`src/rtl/ysyx22041405_mem_arbiter.sv`:
```
// rtl/ysyx22041405_mem_arbiter.sv - two-requester (IF/LS) single-port memory arbiter
//
// Accepts one request at a time from the IF fetch port or the LS load/store
// port, latches it, issues it on the shared memory port with a valid/ready
// handshake, waits for the response and returns it as a one-cycle pulse to
// the requester that owns the transaction.
//
// Optional build macro: ARB_RR_EN
//   defined   -> round-robin on ties (requester not granted last wins)
//   undefined -> fixed priority, LS wins ties
//
// Ports:
//   clk, rst                      clock, asynchronous active-high reset
//   if_req_*  / if_resp_*         IF fetch request / response
//   ls_req_*  / ls_resp_*         LS load/store request / response
//   mem_req_valid/ready, mem_addr, mem_wdata, mem_we, mem_wmask
//                                 downstream request (latched fields)
//   mem_resp_valid, mem_resp_data downstream response
//   busy                          arbiter not idle
//   owner                         0 = IF, 1 = LS, current/last transaction

module ysyx22041405_mem_arbiter #(
    parameter int WIDTH  = 32,
    parameter int MASK_W = 8
) (
    input  logic              clk,
    input  logic              rst,

    input  logic              if_req_valid,
    input  logic [WIDTH-1:0]  if_req_addr,
    output logic              if_req_ready,
    output logic              if_resp_valid,
    output logic [WIDTH-1:0]  if_resp_data,

    input  logic              ls_req_valid,
    input  logic [WIDTH-1:0]  ls_req_addr,
    input  logic              ls_req_we,
    input  logic [WIDTH-1:0]  ls_req_wdata,
    input  logic [MASK_W-1:0] ls_req_wmask,
    output logic              ls_req_ready,
    output logic              ls_resp_valid,
    output logic [WIDTH-1:0]  ls_resp_data,

    output logic              mem_req_valid,
    input  logic              mem_req_ready,
    output logic [WIDTH-1:0]  mem_addr,
    output logic [WIDTH-1:0]  mem_wdata,
    output logic              mem_we,
    output logic [MASK_W-1:0] mem_wmask,
    input  logic              mem_resp_valid,
    input  logic [WIDTH-1:0]  mem_resp_data,

    output logic              busy,
    output logic              owner
);

    typedef enum logic [1:0] {
        S_IDLE  = 2'd0,
        S_ISSUE = 2'd1,
        S_WAIT  = 2'd2,
        S_RESP  = 2'd3
    } state_t;

    state_t              r_state;
    state_t              w_next;

    logic [WIDTH-1:0]    r_addr;
    logic [WIDTH-1:0]    r_wdata;
    logic                r_we;
    logic [MASK_W-1:0]   r_wmask;
    logic [WIDTH-1:0]    r_resp_data;
    // r_owner doubles as the last-grant register: it is rewritten on every
    // grant and resets to IF, exactly what the round-robin tie-break needs.
    logic                r_owner;

    logic                w_idle;
    logic                w_tie_ls;
    logic                w_grant_if;
    logic                w_grant_ls;

    assign w_idle = (r_state == S_IDLE);

`ifdef ARB_RR_EN
    // Tie goes to whoever was not granted last.
    assign w_tie_ls = ~r_owner;
`else
    // Older instruction (LS) always wins a tie.
    assign w_tie_ls = 1'b1;
`endif

    assign w_grant_ls = w_idle & ls_req_valid & (~if_req_valid | w_tie_ls);
    assign w_grant_if = w_idle & if_req_valid & ~w_grant_ls;

    // State register
    always_ff @(posedge clk or posedge rst) begin
        if (rst) begin
            r_state <= S_IDLE;
        end else begin
            r_state <= w_next;
        end
    end

    // Next-state logic; responses outside WAIT are ignored.
    always_comb begin
        w_next = r_state;
        case (r_state)
            S_IDLE:  if (w_grant_if | w_grant_ls) w_next = S_ISSUE;
            S_ISSUE: if (mem_req_ready)           w_next = S_WAIT;
            S_WAIT:  if (mem_resp_valid)          w_next = S_RESP;
            S_RESP:                               w_next = S_IDLE;
            default:                              w_next = S_IDLE;
        endcase
    end

    // Output logic
    always_comb begin
        if_req_ready  = w_grant_if;
        ls_req_ready  = w_grant_ls;
        mem_req_valid = (r_state == S_ISSUE);
        if_resp_valid = (r_state == S_RESP) & ~r_owner;
        ls_resp_valid = (r_state == S_RESP) &  r_owner;
        busy          = ~w_idle;
        owner         = r_owner;
        mem_addr      = r_addr;
        mem_wdata     = r_wdata;
        mem_we        = r_we;
        mem_wmask     = r_wmask;
        if_resp_data  = r_resp_data;
        ls_resp_data  = r_resp_data;
    end

    // Request/response latches. Request fields are captured only at the
    // grant, so requesters may drop them right after their ready pulse.
    always_ff @(posedge clk or posedge rst) begin
        if (rst) begin
            r_addr      <= '0;
            r_wdata     <= '0;
            r_we        <= 1'b0;
            r_wmask     <= '0;
            r_owner     <= 1'b0;
            r_resp_data <= '0;
        end else begin
            if (w_grant_ls) begin
                r_addr  <= ls_req_addr;
                r_we    <= ls_req_we;
                r_wdata <= ls_req_wdata;
                r_wmask <= ls_req_wmask;
                r_owner <= 1'b1;
            end else if (w_grant_if) begin
                // Fetches are reads: scrub the write fields.
                r_addr  <= if_req_addr;
                r_we    <= 1'b0;
                r_wdata <= '0;
                r_wmask <= '0;
                r_owner <= 1'b0;
            end
            if ((r_state == S_WAIT) && mem_resp_valid) begin
                r_resp_data <= mem_resp_data;
            end
        end
    end

endmodule

```
`config.mk`:
```
export PLATFORM = sky130hd
export DESIGN_NAME = ysyx22041405_mem_arbiter
export DESIGN_NICKNAME = d
export VERILOG_FILES = /design/src/rtl/ysyx22041405_mem_arbiter.sv
export SDC_FILE = /design/constraint.sdc
export NUM_CORES = 1
export LEC_CHECK = 0
export CAP_MARGIN = 30
export CELL_PAD_IN_SITES_DETAIL_PLACEMENT = 1
export CELL_PAD_IN_SITES_GLOBAL_PLACEMENT = 1
export CORE_MARGIN = 5
export CORE_UTILIZATION = 24
export DETAILED_ROUTE_END_ITERATION = 6
export PLACE_DENSITY_LB_ADDON = 0.1
export REMOVE_ABC_BUFFERS = 1
export SYNTH_ARGS = -nofsm -noshare
export SYNTH_HDL_FRONTEND = slang
export SYNTH_SLANG_ARGS = --single-unit
```
`constraint.sdc`:
```
create_clock -name clk -period 3.45 [get_ports clk]
set_clock_uncertainty 0.2 [all_clocks]
set_input_delay 0.345 -clock clk [delete_from_list [all_inputs] [get_ports clk]]
set_output_delay 0.345 -clock clk [all_outputs]
set_load 0.01 [all_outputs]
```
; ---- Yosys cells after proc, flatten, opt, wreduce, memory -nomap -nowiden
; Cells that the tools add are included.
[totals]
register_bits = 108
input_bits = 143
output_inout_bits = 144
word_cells = 39
[op_classes]
n_eq_ne = 6
muxes = 13
n_bitwise = 9
n_reduce_logical = 4
[ops]
columns = cell, n
row1 = $mux W32, 4
row2 = $mux W8, 2
row3 = $pmux W2 S4, 1
row4 = $mux W2, 3
row5 = $and A1 B1 Y1, 5
row6 = $eq A2 B2 Y1 const B, 2
row7 = $ne A2 B1 Y1 const B, 2
row8 = $mux W1, 3
row9 = $not A1 Y1, 3
row10 = $reduce_and A3 Y1, 1
row11 = $eq A2 B1 Y1 const B, 1
row12 = $logic_not A2 Y1, 1
row13 = $ne A2 B2 Y1 const B, 1
row14 = $reduce_bool A2 Y1, 1
row15 = $logic_and A1 B1 Y1, 1
row16 = $or A1 B1 Y1, 1

; ---- Depth between registers and ports, before layout
; Gate-level depths: netlist of run 1.
[logic_depth]
depth_word = 7
ltp_mapped = 7
ltp_nobuf = 5

; ---- Worst setup path after synthesis of run 1
; Ideal clock, no wire load.
[synth_timing]
path_kind = register to output
startpoint = register r_state[0]
endpoint = output port ls_req_ready
arrival_time_ns = 1.165
required_ns = 2.905
path_slack_ns = 1.740
stages_incl_launch_ff = 6
path_buffers = 1
path_cell_list = dfrtp_1 > inv_1 > ha_1 > nand2_2 > inv_2 > buf_2
[synth_via]
elab_chain_cells = 2
[synth_lines]
columns = item, line_no
row1 = "start, declared", 64  ; state_t r_state;
row2 = "start signal, assigned", 99  ; r_state <= w_next;
row3 = $logic_not A2 Y1, 81  ; assign w_idle = (r_state == S_IDLE);
row4 = $and A1 B1 Y1, 91  ; assign w_grant_ls = w_idle & ls_req_valid & (~if_req_valid | w_tie_ls);
row5 = "end, declared", 40  ; output logic ls_req_ready,
; No other way between the ends.

; ---- Worst setup path after layout of run 1
[layout_timing]
startpoint = register r_state[1]
endpoint = output port ls_req_ready
; The elaborated chain is that of the path after synthesis.

==> results of run 1 <==
## cell usage after synthesis, types with 2 or more instances
master / number
sky130_fd_sc_hd__o21ai_1: 5
sky130_fd_sc_hd__nand2_1: 36
sky130_fd_sc_hd__buf_4: 36
sky130_fd_sc_hd__nor2_1: 2
sky130_fd_sc_hd__nor2b_1: 2
sky130_fd_sc_hd__dfrtp_1: 108
sky130_fd_sc_hd__inv_1: 5
sky130_fd_sc_hd__o21ai_0: 27
sky130_fd_sc_hd__a22o_1: 41
sky130_fd_sc_hd__clkbuf_1: 4
sky130_fd_sc_hd__ha_1: 4
sky130_fd_sc_hd__buf_2: 13
sky130_fd_sc_hd__mux2i_1: 31
sky130_fd_sc_hd__mux2_2: 32
## sequential cells by signal (all words and copies together) (netlist names)
signal        flops
mem_we            1
r_state           2
mem_wmask         8
if_resp_data     32
mem_wdata        32
owner             1
mem_addr         32
## per-layer routing
metal	global-route usage, %	vias to the layer above	share of wire (%)	wire [µm]
met2	24.4	196	48	7670
li1	-	1712	-	-
met3	7.36	15	13	2060
met1	16.3	1778	38	6050
met5	0	-	0	0
met4	5.03	0	1.9	300
## area by class of cell
cell class	count	area [µm²]
clock inverter	7	81.3
fill	1993	10900
timing repair buffer	292	2920
inverter	6	25.0
tap	234	293
multi-input combinational	188	1470
sequential	108	2700
clock buffer	9	225
## per-stage QoR
stage,hold WS [ns],setup slack (ns)
finish,0.143,0.848
global route,0.166,0.701
CTS,0.142,0.802
detailed placement,0.270,1.05
global placement,0.263,1.08
floorplan,0.285,0.0594
## power by group
| group | switching, mW | internal, mW | leakage [nW] |
|---|---|---|---|
| combinational | 1.42 | 2.02 | 1.95 |
| clock | 0.508 | 0.579 | 0.153 |
| sequential | 0.376 | 1.86 | 1.33 |
## path summary, 6_finish.rpt
kind	end	slack [ns]	cells past startpoint
max	ls_req_ready	0.85	5
min	if_resp_data[24]$_DFFE_PP0P_	0.14	2
max reg2reg	mem_addr[14]$_DFFE_PP0P_	1.23	6
min reg2reg	mem_addr[7]$_DFFE_PP0P_	0.28	2
max in group asynchronous	mem_addr[21]$_DFFE_PP0P_	2.10	3
min in group clk	mem_addr[7]$_DFFE_PP0P_	0.28	2
## logic make-up (layout without fill, tap and decap cells)
kind of cell	count (synthesis)	count (layout)	synth area share (%)
buffers and inverters	59	314	8.21
DFF	108	108	59.5
adders and majority gates	4	4	1.10
muxes	64	64	15.0
and+or+nand+nor	43	43	3.88
AOI/OAI and AO/OA	77	77	12.3
## critical path, stage by stage (launching register included)
cell and delay (ns):
sky130_fd_sc_hd__dfrtp_1 0.41, sky130_fd_sc_hd__inv_1 0.11, sky130_fd_sc_hd__ha_1 0.35, sky130_fd_sc_hd__nand2_2 0.20, sky130_fd_sc_hd__inv_2 0.10, sky130_fd_sc_hd__clkdlybuf4s50_1 0.54
==> impl_metrics.toml, run 1 <==
[route]
routed-via-count = 3701
wire_per_inst_um = 19.0
drt-pass1-iter-count = 4
totalWireLength_um = 16100
drt_first_iter_violations = 95
drcViolationCount = 0
drtAntennaViolNets = 0
detail_route.vias_per_cell = 4.39

[sta]
unrepaired_setup_endpoints_after_global_routing = "false"
clock.fmax_mhz = 384
worst_slew_margin_rel_pct = 54.9
report.final.setup_viol = 0
final.period_utilization_pct = 75.4
timing_max_transition_violations_final = 0
max_slew.worst_pin.slew_ns = 0.676
fin_tns_setup_ns = 0
timing.final.hold_violations = 0
fin_crit_ns = 2.60

[yosys]
netlist.area_leader.share_pct = 59.5
synth_seq_area_share_pct = 59.5
synth_area_leaders = "sky130_fd_sc_hd__dfrtp_1 (60%), sky130_fd_sc_hd__mux2_2 (7.9%), sky130_fd_sc_hd__a22o_1 (7.9%), sky130_fd_sc_hd__mux2i_1 (6.8%), sky130_fd_sc_hd__buf_4 (6.0%)"
postSynthAreaPerCell_um2 = 12.8
synthFlopType = "sky130_fd_sc_hd__dfrtp_1"
yosysUniqueCellTypes = 23
async_flop_share_pct = 100
register_bit_total_from_synthesis = 108
synth_top_cell_by_area = "sky130_fd_sc_hd__dfrtp_1"
synth_area_um2 = 4540
ys_warn_count = 0
synth_cells = 355
synth_enable_flop_cells = 0

[cells_and_area]
layout.cells.non_filler = 844
top_library_cells_by_usage_in_the_layout_fill_and_taps_aside = "sky130_fd_sc_hd__clkdlybuf4s50_1 (286), sky130_fd_sc_hd__dfrtp_1 (108), sky130_fd_sc_hd__a22o_1 (41)"
num_antenna_cells = 0
final_common_cell = "sky130_fd_sc_hd__clkdlybuf4s50_1"
layout.cell_area.non_filler_um2 = 7720
flow.area_growth_from_synthesis_pct = 70.0
layout_cells_sized_above_1_pct = 9.67
nNetsFinal = 752
layout.core_utilization_pct = 41.4

[die]
floorplan.die_area_um2 = 21800
core_area_um2 = 18600
fp.dieW_um = 148
fp.dieH_um = 148
initial_utilization_pct = 24.4
placementRows = 50
top_level_ports = 287

[clock_network]
buffers_inserted_during_post_cts_setup_optimization = 0
postCtsHoldBufs = 0
clock-sinks = 108
number_of_buffers_on_the_longest_clock_path = 2
clkTransAtPathRegs_ns = 0.08
ctsRootBufferMaster = "sky130_fd_sc_hd__clkbuf_16"
clock_tree_from_tritoncts = "yes"
htree_levels = 3
cts_made_buffers = 9
cts-resized-gates = 0
worst_skew_pair.late_latency_ns = 0.34

[global_routing]
grt_antenna_before_repair = 0
grt_remaining_overflow = 0
grt_pass1_wl_um = 24800
grt_max_degree = 79
grt_pass1_vias = 4118
gr-usage-all-layers_pct = 14.6

[placement]
quantity_of_i_o_buffers_inserted_on_ports = 286
gp_routability_congestion = 0.686
placedInstanceArea_um2 = 7410
place_inst = 828
hpwl_um = 12400

[critical_path]
critical_path.reg2reg.startpoint = "r_state[0]$_DFFE_PP0P_"
critical_path.startpoint_type = "register"
path_max_fanout = 6
path_class = "reg -> out"
required_ns = 2.90
setup.worst_path.end_class = "output port"
critPathArrivalTime_ns = 2.06
setup.worst_path.start = "r_state[1]$_DFFE_PP0P_"

[outcome]
outcome = "finished, final reports clean"

[hold_path]
min_path_type = "in -> async"

[power_and_ir_drop]
leakage_power_figure_nw = 3.44
maximum_ir_drop_on_the_vdd_rail_mv = 0.352
design_power_total_mw = 6.76
pwr_density_cell_nw_per_um2 = 875

[job]
cap_violations = 0
Note: power is estimated with default switching activity, not from simulation.
==> run 2: changes to the inputs <==
==> constraint.sdc (replaced) <==
create_clock -name clk -period 2.1 [get_ports clk]
set_clock_uncertainty 0.2 [all_clocks]
set_input_delay 0.21 -clock clk [delete_from_list [all_inputs] [get_ports clk]]
set_output_delay 0.21 -clock clk [all_outputs]
set_load 0.01 [all_outputs]
==> run 2 against run 1 <==
Effect of this change: flip-flop and latch count is the same; count of clock-buffer cells in the layout grew 1; sequential share of layout area shrank 0.41 points; critical path depth shrank 2; final cell count grew 0.83%; sequential power grew 63%; wire length shrank 1.9%; global-route usage shrank 0.43 points; critical endpoint is now mem_req_valid.
==> impl_metrics.toml, run 2 (synthesized netlist as in run 1, its figures left out) <==
[critical_path]
critical_path.max_stage_delay_ns = 0.49
critical-path-top-delay-family = "buffers and inverters"
path_max_fanout = 3
setup.worst_path.end_class = "output port"
critPathArrivalTime_ns = 1.57
critical_path.startpoint_type = "register"
required_ns = 1.69
path_cells = "buf_4 > ha_1 > clkdlybuf4s50_1"
path_class = "reg -> out"
worst_path_max_delay_cell = "sky130_fd_sc_hd__clkdlybuf4s50_1"
worstPathBufferInverterCount = 2

[clock_network]
cts_made_buffers = 9
number_of_buffers_on_the_longest_clock_path = 2
clock-sinks = 108
clock_tree_from_tritoncts = "yes"
htree_levels = 3
worst_skew_pair.late_latency_ns = 0.34
ctsRootBufferMaster = "sky130_fd_sc_hd__clkbuf_16"
clkTransAtPathRegs_ns = 0.08

[cells_and_area]
layout_cells_sized_above_1_pct = 10.5
layout.cells.non_filler = 851
layout.core_utilization_pct = 41.9
top_library_cells_by_usage_in_the_layout_fill_and_taps_aside = "sky130_fd_sc_hd__clkdlybuf4s50_1 (281), sky130_fd_sc_hd__dfrtp_1 (108), sky130_fd_sc_hd__a22o_1 (41)"
nNetsFinal = 759
final_common_cell = "sky130_fd_sc_hd__clkdlybuf4s50_1"
num_antenna_cells = 0
fillerInstances = 1967
flow.area_growth_from_synthesis_pct = 72.0

[route]
detail_route.vias_per_cell = 4.35
totalWireLength_um = 15800
routed-via-count = 3706
drtAntennaViolNets = 0
drcViolationCount = 0
drt_first_iter_violations = 81
drt-pass1-iter-count = 4
wire_per_inst_um = 18.5

[hold_path]
min_path_type = "in -> reg"

[sta]
timing.final.hold_violations = 0
fin_tns_setup_ns = 0
report.final.setup_viol = 0
final.period_utilization_pct = 94.1
unrepaired_setup_endpoints_after_global_routing = "false"
fin_crit_ns = 1.98
worst_slew_margin_rel_pct = 80.7
timing_max_transition_violations_final = 0
clock.fmax_mhz = 506
max_slew.worst_pin.slew_ns = 0.289

[global_routing]
grt_pass1_wl_um = 24200
grt_antenna_before_repair = 0
grt_max_degree = 68
grt_remaining_overflow = 0
gr-usage-all-layers_pct = 14.2
grt_pass1_vias = 4131

[die]
placementRows = 50
initial_utilization_pct = 24.4
fp.dieH_um = 148
top_level_ports = 287
core_area_um2 = 18600
floorplan.die_area_um2 = 21800
fp.dieW_um = 148

[placement]
place_inst = 832
hpwl_um = 12500
quantity_of_i_o_buffers_inserted_on_ports = 286
gp_routability_congestion = 0.693

[power_and_ir_drop]
maximum_ir_drop_on_the_vdd_rail_mv = 0.415
leakage_power_figure_nw = 3.50
pwr_density_cell_nw_per_um2 = 1420

[outcome]
outcome = "finished, final reports clean"

[job]
cap_violations = 0
==> run 2: per-layer routing <==
| layer | GRT usage [%] | wire, µm |
|---|---|---|
| met1 | 16.6 | 6320 |
| met2 | 23.7 | 7420 |
| met3 | 6.32 | 1860 |
| met4 | 3.91 | 166 |
| met5 | 0 | 0 |
==> run 2: path summary, 6_finish.rpt <==
kind                                           from                         to  slack (ns)  cells after the start
max                          r_state[0]$_DFFE_PP0P_              mem_req_valid        0.12                      3
min                                ls_req_wdata[28]  mem_wdata[28]$_DFFE_PP0P_        0.27                      2
max reg2reg                  r_state[0]$_DFFE_PP0P_     r_state[1]$_DFFE_PP0P_        0.32                      5
min reg2reg                mem_addr[14]$_DFFE_PP0P_   mem_addr[14]$_DFFE_PP0P_        0.28                      2
max in group asynchronous                       rst   mem_addr[25]$_DFFE_PP0P_        0.65                      4
min in group asynchronous                       rst  mem_wdata[27]$_DFFE_PP0P_        0.53                      3
==> run 2: worst register-to-register path, cell delays in order, from the launching register on <==
cell and delay [ns]:
sky130_fd_sc_hd__dfrtp_1 0.38, sky130_fd_sc_hd__buf_4 0.14, sky130_fd_sc_hd__ha_1 0.20, sky130_fd_sc_hd__nor2b_1 0.15, sky130_fd_sc_hd__a221oi_2 0.23, sky130_fd_sc_hd__mux2_1 0.35
==> run 2: timing repair <==
action | CTS | global route
resized for setup | 6 | 0
endpoints found under the hold margin | 10 | 0
hold buffers | 1 | 0
endpoints found under the setup margin | 3 | 0
buffers inserted | 2 | 0
==> run 2: final cells by class <==
type	count	area, µm²	area share, %
clock inverter	6	55.1	0.705
timing repair buffer	299	3030	38.8
clock buffer	10	229	2.93
sequential	108	2700	34.6
inverter	6	25.0	0.320
multi-input combinational	188	1480	18.9
tap	234	293	3.75
==> run 2: report_power, final <==
group / leakage [nW] / switching [mW] / total (mW) / internal (mW)
combinational: 2.03 / 2.38 / 5.79 / 3.41
sequential: 1.33 / 0.604 / 3.66 / 3.06
clock: 0.133 / 0.825 / 1.65 / 0.830
==> run 2: through the flow <==
stage	hold slack (ns)	area, µm²	power (mW)	worst slack [ns]
final	0.267	7810	11.1	0.124
after global routing	0.252	7810	11.8	0.0313
after CTS	0.247	7810	11.3	0.0824
after detailed placement	0.270	7510	9.61	0.126
after global placement	0.262	7510	9.48	0.131
after floorplan	0.150	4190	5.88	-1.16
